===== src/rtl/pcs_tx_pkg.sv =====
// Shared encodings for the 1000BASE-X PCS transmit ordered-set generator:
// code-group octets, xmit modes, FSM states and the IPG counter width.
package pcs_tx_pkg;

    localparam int IPG_W = 4;

    localparam logic [7:0] CG_K28_5 = 8'hBC;
    localparam logic [7:0] CG_D21_5 = 8'hB5;
    localparam logic [7:0] CG_D2_2  = 8'h42;
    localparam logic [7:0] CG_D5_6  = 8'hC5;
    localparam logic [7:0] CG_D16_2 = 8'h50;

    localparam logic [7:0] CG_S = 8'hFB;
    localparam logic [7:0] CG_T = 8'hFD;
    localparam logic [7:0] CG_R = 8'hF7;
    localparam logic [7:0] CG_V = 8'hFE;

    typedef enum logic [1:0] {
        XM_CONFIG   = 2'b00,
        XM_IDLE     = 2'b01,
        XM_DATA     = 2'b10,
        XM_IDLE_ALT = 2'b11
    } xmit_t;

    typedef enum logic [2:0] {
        TX_TEST_XMIT,
        CFG_SEQ,
        IDLE_K,
        XMIT_DATA,
        TX_DATA,
        EPD_R1,
        EPD_R2,
        EXTEND
    } tx_state_t;

endpackage


===== src/rtl/pcs_tx_ordered_set_gen.sv =====
// 1000BASE-X PCS transmit ordered-set generator: GMII TXD/TX_EN/TX_ER to one code group per clock.
// Define PCS_TX_CARRIER_EXT_EN to add the carrier-extension (EXTEND) state.
//
// state        | meaning
// TX_TEST_XMIT | after reset or a /V/ abort; picks the mode at the next even boundary
// CFG_SEQ      | sending /C1/ or /C2/ sets, cfg_cnt = index of the last octet sent
// IDLE_K       | sending /I/ sets in IDLE mode
// XMIT_DATA    | sending /I/ sets in DATA mode, waiting for TX_EN and IPG
// TX_DATA      | inside a packet (/S/ already sent)
// EPD_R1       | first /R/ after /T/
// EPD_R2       | second /R/ to realign to an even boundary
// EXTEND       | carrier extension, /R/ (or /V/) per cycle while TX_ER is high
module pcs_tx_ordered_set_gen
    import pcs_tx_pkg::*;
#(
    parameter int IPG_MIN_IDLES = 1,
    parameter bit CFG_ALT       = 1'b1
) (
    input  logic        GTX_CLK,
    input  logic        mr_main_reset,
    input  logic [1:0]  xmit,
    input  logic        TX_EN,
    input  logic        TX_ER,
    input  logic [7:0]  TXD,
    input  logic [15:0] tx_config_reg,
    input  logic        tx_disparity,
    output logic [7:0]  tx_cg_data,
    output logic        tx_cg_k,
    output logic        tx_even,
    output logic        transmitting
);

    localparam logic [IPG_W-1:0] IPG_RELOAD = IPG_W'(IPG_MIN_IDLES);

    tx_state_t        state;
    tx_state_t        state_nxt;
    xmit_t            xm;
    logic [IPG_W-1:0] ipg_cnt;
    logic [IPG_W-1:0] ipg_nxt;
    logic [1:0]       cfg_cnt;
    logic [1:0]       cfg_cnt_nxt;
    logic [15:0]      cfg_word;
    logic [15:0]      cfg_word_nxt;
    logic             cfg_c2;
    logic             cfg_c2_nxt;
    logic [7:0]       cg_nxt;
    logic             k_nxt;
    logic             tr_nxt;
    logic             bnd;
    logic             set_edge;
    logic             start_ok;
    logic             abort;
    logic             ext_req;

    assign xm       = xmit_t'(xmit);
    // The code group registered on this edge lands in an even slot.
    assign bnd      = ~tx_even;
    assign start_ok = (xm == XM_DATA) && TX_EN && (ipg_cnt == '0);
    assign abort    = bnd && (xm != XM_DATA);

`ifdef PCS_TX_CARRIER_EXT_EN
    localparam logic [7:0] EXT_OCTET = 8'h0F;
    assign ext_req = !TX_EN && TX_ER && (TXD == EXT_OCTET);
`else
    assign ext_req = 1'b0;
`endif

    always_comb begin
        set_edge = 1'b0;
        case (state)
            TX_TEST_XMIT, IDLE_K, XMIT_DATA: set_edge = bnd;
            CFG_SEQ:                         set_edge = (cfg_cnt == 2'd3);
            default:                         set_edge = 1'b0;
        endcase
    end

    always_ff @(posedge GTX_CLK or negedge mr_main_reset) begin
        if (!mr_main_reset) state <= TX_TEST_XMIT;
        else                state <= state_nxt;
    end

    always_comb begin
        state_nxt = state;
        case (state)
            TX_TEST_XMIT, IDLE_K, XMIT_DATA, CFG_SEQ: begin
                if (set_edge) begin
                    if (xm == XM_CONFIG)    state_nxt = CFG_SEQ;
                    else if (xm == XM_DATA) state_nxt = start_ok ? TX_DATA : XMIT_DATA;
                    else                    state_nxt = IDLE_K;
                end
            end
            TX_DATA: begin
                if (abort)       state_nxt = TX_TEST_XMIT;
                else if (!TX_EN) state_nxt = ext_req ? EXTEND : EPD_R1;
            end
            EPD_R1:  state_nxt = ext_req ? EXTEND : (bnd ? EPD_R2 : XMIT_DATA);
            EPD_R2:  state_nxt = XMIT_DATA;
`ifdef PCS_TX_CARRIER_EXT_EN
            EXTEND:  if (!TX_ER) state_nxt = bnd ? EPD_R2 : XMIT_DATA;
`endif
            default: state_nxt = TX_TEST_XMIT;
        endcase
    end

    always_comb begin
        cg_nxt       = CG_K28_5;
        k_nxt        = 1'b1;
        tr_nxt       = 1'b0;
        ipg_nxt      = ipg_cnt;
        cfg_cnt_nxt  = cfg_cnt;
        cfg_word_nxt = cfg_word;
        cfg_c2_nxt   = cfg_c2;
        case (state)
            TX_TEST_XMIT, IDLE_K, XMIT_DATA, CFG_SEQ: begin
                if (set_edge) begin
                    if (xm == XM_CONFIG) begin
                        cfg_cnt_nxt  = 2'd0;
                        cfg_word_nxt = tx_config_reg;
                        cfg_c2_nxt   = (state == CFG_SEQ) && CFG_ALT && !cfg_c2;
                    end else begin
                        cfg_c2_nxt = 1'b0;
                        if (start_ok) begin
                            cg_nxt = CG_S;
                            tr_nxt = 1'b1;
                        end
                    end
                end else if (state == CFG_SEQ) begin
                    k_nxt       = 1'b0;
                    cfg_cnt_nxt = cfg_cnt + 2'd1;
                    case (cfg_cnt)
                        2'd0:    cg_nxt = cfg_c2 ? CG_D2_2 : CG_D21_5;
                        2'd1:    cg_nxt = cfg_word[7:0];
                        default: cg_nxt = cfg_word[15:8];
                    endcase
                end else begin
                    // Second half of /I/; the filler after a /V/ abort does not count toward IPG.
                    k_nxt  = 1'b0;
                    cg_nxt = tx_disparity ? CG_D5_6 : CG_D16_2;
                    if (state != TX_TEST_XMIT && ipg_cnt != '0) ipg_nxt = ipg_cnt - 1'b1;
                end
            end
            TX_DATA: begin
                tr_nxt = 1'b1;
                if (abort) begin
                    cg_nxt = CG_V;
                    tr_nxt = 1'b0;
                end else if (!TX_EN) begin
                    cg_nxt = CG_T;
                end else if (TX_ER) begin
                    cg_nxt = CG_V;
                end else begin
                    cg_nxt = TXD;
                    k_nxt  = 1'b0;
                end
            end
            EPD_R1: begin
                cg_nxt = CG_R;
                tr_nxt = 1'b1;
                if (!ext_req && !bnd) ipg_nxt = IPG_RELOAD;
            end
            EPD_R2: begin
                cg_nxt  = CG_R;
                tr_nxt  = 1'b1;
                ipg_nxt = IPG_RELOAD;
            end
`ifdef PCS_TX_CARRIER_EXT_EN
            EXTEND: begin
                tr_nxt = 1'b1;
                if (TX_ER) begin
                    cg_nxt = (TXD == EXT_OCTET) ? CG_R : CG_V;
                end else begin
                    cg_nxt = CG_R;
                    if (!bnd) ipg_nxt = IPG_RELOAD;
                end
            end
`endif
            default: ;
        endcase
    end

    always_ff @(posedge GTX_CLK or negedge mr_main_reset) begin
        if (!mr_main_reset) begin
            tx_cg_data   <= CG_K28_5;
            tx_cg_k      <= 1'b1;
            tx_even      <= 1'b0;
            transmitting <= 1'b0;
            ipg_cnt      <= IPG_RELOAD;
            cfg_cnt      <= 2'd0;
            cfg_word     <= 16'h0000;
            cfg_c2       <= 1'b0;
        end else begin
            tx_cg_data   <= cg_nxt;
            tx_cg_k      <= k_nxt;
            tx_even      <= ~tx_even;
            transmitting <= tr_nxt;
            ipg_cnt      <= ipg_nxt;
            cfg_cnt      <= cfg_cnt_nxt;
            cfg_word     <= cfg_word_nxt;
            cfg_c2       <= cfg_c2_nxt;
        end
    end

endmodule


===== config.mk =====
export PLATFORM = sky130hd
export DESIGN_NAME = pcs_tx_ordered_set_gen
export DESIGN_NICKNAME = d
export VERILOG_FILES = /design/src/rtl/pcs_tx_pkg.sv /design/src/rtl/pcs_tx_ordered_set_gen.sv
export SDC_FILE = /design/constraint.sdc
export NUM_CORES = 1
export LEC_CHECK = 0
export CAP_MARGIN = 20
export CORE_MARGIN = 5
export CORE_UTILIZATION = 37
export CTS_CLUSTER_DIAMETER = 80
export CTS_CLUSTER_SIZE = 20
export DETAILED_ROUTE_END_ITERATION = 12
export SYNTH_ARGS = -nofsm -noshare
export SYNTH_HDL_FRONTEND = slang
export SYNTH_SLANG_ARGS = --single-unit

===== constraint.sdc =====
create_clock -name GTX_CLK -period 2.42 [get_ports GTX_CLK]
set_input_delay 0.242 -clock GTX_CLK [delete_from_list [all_inputs] [get_ports GTX_CLK]]
set_output_delay 0.242 -clock GTX_CLK [all_outputs]
set_load 0.01 [all_outputs]

==> flow_summary.ini <==
[floorplanning]
die_area_sq_um = 7081
rows = 27
die_x_um = 84.15
initial_core_util_pct = 37.41
dieHeight_um = 84.15
io-pin-count = 42
fp.coreArea_sq_um = 5439

[pwr]
clock_power_share_pct = 19.5
combPwrFrac_pct = 38.8
p_int_mw = 1.632
power.share.switching_pct = 32.43
p_switching_uw = 783.4
p_seq_share_pct = 41.7
powerDensity_nw_per_um2 = 921.0
p_leak_nw = 1.094
vdd_ir_drop_max_mv = 0.3711

[layout]
area_growth_pct = 28.91
layout-drive-gt1-share_pct = 15.45
n_antenna_cell = 0
post-route-util_pct = 48.22
nets = 267
fin_area_sq_um = 2623

[clock_network]
clock_path_buffers = 2
clk_pin_slew_ps = 70
ctsHoldBuffers = 0
htreeDepth = 2
cts_setup_buffers = 0
clock_latency_ps = 290
cts_root_buffer = clkbuf_8
cts_tree = done
cts_num_sinks = 37
cts_made_buffers = 5
cts-resized-gates = 0

[synth]
synthTopCellsByArea = dfrtp_1, dfstp_2, mux2_4
syn_area_sq_um = 2034
synth-edff-count = 0
ys_ff_latch = 37
synth_warnings = 0
synth_nets = 223
ys_types = 57
synth_top_area_cell = dfrtp_1
synth-main-ff-cell = dfrtp_1
yosysTopAreaCellShare_pct = 36.90
syn_area_per_cell_sq_um = 10.82
ys_seq_area_share_pct = 45.94
async_reset_ff_share_pct = 100.0
syn_inst = 188

[min_path]
hold_path.class = input port to async pin

[setup_path]
critical_path_class = flip-flop to flip-flop
worstSetupStartpointType = flip-flop
reg2reg_depth = 5
required_ps = 2590
arrival_ps = 2270
crit_fanout = 17
crit_path_end_kind = flip-flop

[grt]
grt_max_degree = 38
antenna_found_initial = 0
gr-usage-all-layers_pct = 14.10
overflow = 0
grt_first_pass_wirelength_mm = 8.031
grt_pass1_vias = 1683

[status]
outcome = finished, final reports clean

[place]
routabilityCongestion = 0.8844
dp_hpwl_mm = 3.559
placed_cell_area_sq_um = 2521
portBuffers = 41

[job]
max_cap_viol_count = 0

[sta]
slew_headroom_pct = 60.37
worst_pin_slew_ps = 594.5
fmax_mhz = 476.2
finalClockSkew_ps = 3.586
finalCritPeriodShare_pct = 86.78
setup_tns_ps = 0
rsz0062_at_grt = false
setup_viol = 0
hold_viol_final = 0
fin_crit_ps = 2100
drv_slew = 0

[route]
drc = 0
wl_mm = 4.693
ant_nets = 0
vias = 1620
drtPass1Iterations = 4
vias_per_cell = 5.311
wl_per_cell_um = 15.39
drt_iter0_markers = 88
-- final timing paths --
| path | end | start | slack [ps] |
|---|---|---|---|
| max in group asynchronous | tx_cg_data[5] | mr_main_reset | 1700 |
| min in group GTX_CLK | cfg_word[0] | cfg_word[0] | 490 |
| worst max register to register | cfg_word[2] | state[0] | 320 |
| worst max-delay path | cfg_word[2] | state[0] | 320 |
| worst min register to register | cfg_word[0] | cfg_word[0] | 490 |
| worst min-delay path | cfg_cnt[1] | mr_main_reset | 370 |
-- kinds of logic (layout without fill, tap and decap cells) --
kind of cell             after synthesis  after routing  share of synthesized area, %
multiplexers                          17             17                         11.01
adder cells (fa/ha/maj)                4              4                         2.460
AO/OA/AOI/OAI                         59             59                         21.22
flip-flops                            37             37                         45.94
AND/OR/NAND/NOR                       51             51                         14.02
buffers and inverters                 20             65                         5.351
-- cells in the final DEF, fill, tap and decap left out, types with 2 or more instances in the layout --
| cell type | n |
|---|---|
| buf_4 | 5 |
| mux2_4 | 9 |
| o21ai_1 | 2 |
| a221oi_1 | 2 |
| dfstp_2 | 7 |
| inv_1 | 10 |
| nor3b_2 | 2 |
| o21a_1 | 3 |
| nand2_1 | 14 |
| o21ai_0 | 13 |
| a21oi_1 | 7 |
| a211oi_1 | 2 |
| clkbuf_8 | 7 |
| clkdlybuf4s50_1 | 41 |
| mux2_1 | 7 |
| nor3_1 | 3 |
| nand2b_1 | 2 |
| ha_1 | 4 |
| a2bb2oi_1 | 2 |
| nor2_1 | 8 |
| a22oi_1 | 5 |
| nand3_1 | 3 |
| o211ai_1 | 2 |
| dfrtp_1 | 30 |
| nor2b_1 | 7 |
| nand3b_1 | 3 |
| a22o_1 | 2 |
-- critical path, stage by stage (launching register included) --
cell and delay (ps):
dfrtp_1 620, nand2b_4 160, a211oi_4 430, and2_1 240
buf_12 180, mux2_1 340
-- routing by layer --
metal  track usage [%]  up-vias  part of all wire (%)
met5                 0        -                     0
met4             4.386        0                   1.6
met3             4.514        9                   6.7
met2             23.17       55                    47
met1             17.65      778                    45
li1                  -      778                     -
-- registers in the layout (all words and copies together), names as in the netlist --
signal and cells:
tx_cg_k 1, cfg_cnt 2, ipg_cnt 4, tx_cg_data 8, cfg_word 16, state 3
transmitting 1, cfg_c2 1, tx_even 1
-- cells in the mapped netlist (3+ instances only) --
cell type / number
a21oi_1: 7
a22oi_1: 5
clkbuf_1: 5
dfrtp_1: 30
dfstp_2: 7
ha_1: 4
inv_1: 10
mux2_1: 7
mux2_4: 9
nand2_1: 14
nand3_1: 3
nand3b_1: 3
nor2_1: 8
nor2b_1: 7
nor3_1: 3
o21a_1: 3
o21ai_0: 13
-- metrics by stage --
| step | power, mW | hold slack, ps | worst slack (ps) | cells |
|---|---|---|---|---|
| 6_report | 2.415 | 373.1 | 319.9 | 305 |
| 5_1_grt | 2.601 | 430.1 | 205.6 | 305 |
| 4_1_cts | 2.449 | 390.7 | 340.4 | 305 |
| 3_5_place_dp | 1.964 | 477.2 | 364.4 | 297 |
| 3_3_place_gp | 1.943 | 468.4 | 358.6 | 297 |
| 2_1_floorplan | 1.641 | -53.59 | 538.9 | 188 |
-- final cells by class --
class	instances	area (sq um)
fill	530	2816
multi-input combinational	131	991.0
sequential	37	934.6
timing repair buffer	47	467.9
clock buffer	7	96.34
tap	72	90.09
inverter	10	37.54
clock inverter	1	5.005
-- power by group through the flow --
stage / Clock [mW] / Combinational [mW] / Sequential [mW]
2_1_floorplan: 0 / 0.648 / 0.993
3_3_place_gp: 0 / 0.929 / 1.01
3_5_place_dp: 0 / 0.945 / 1.02
4_1_cts: 0.491 / 0.951 / 1.01
5_1_grt: 0.517 / 1.05 / 1.04
6_report: 0.471 / 0.938 / 1.01
No activity file was read; power rests on OpenSTA's default activity.
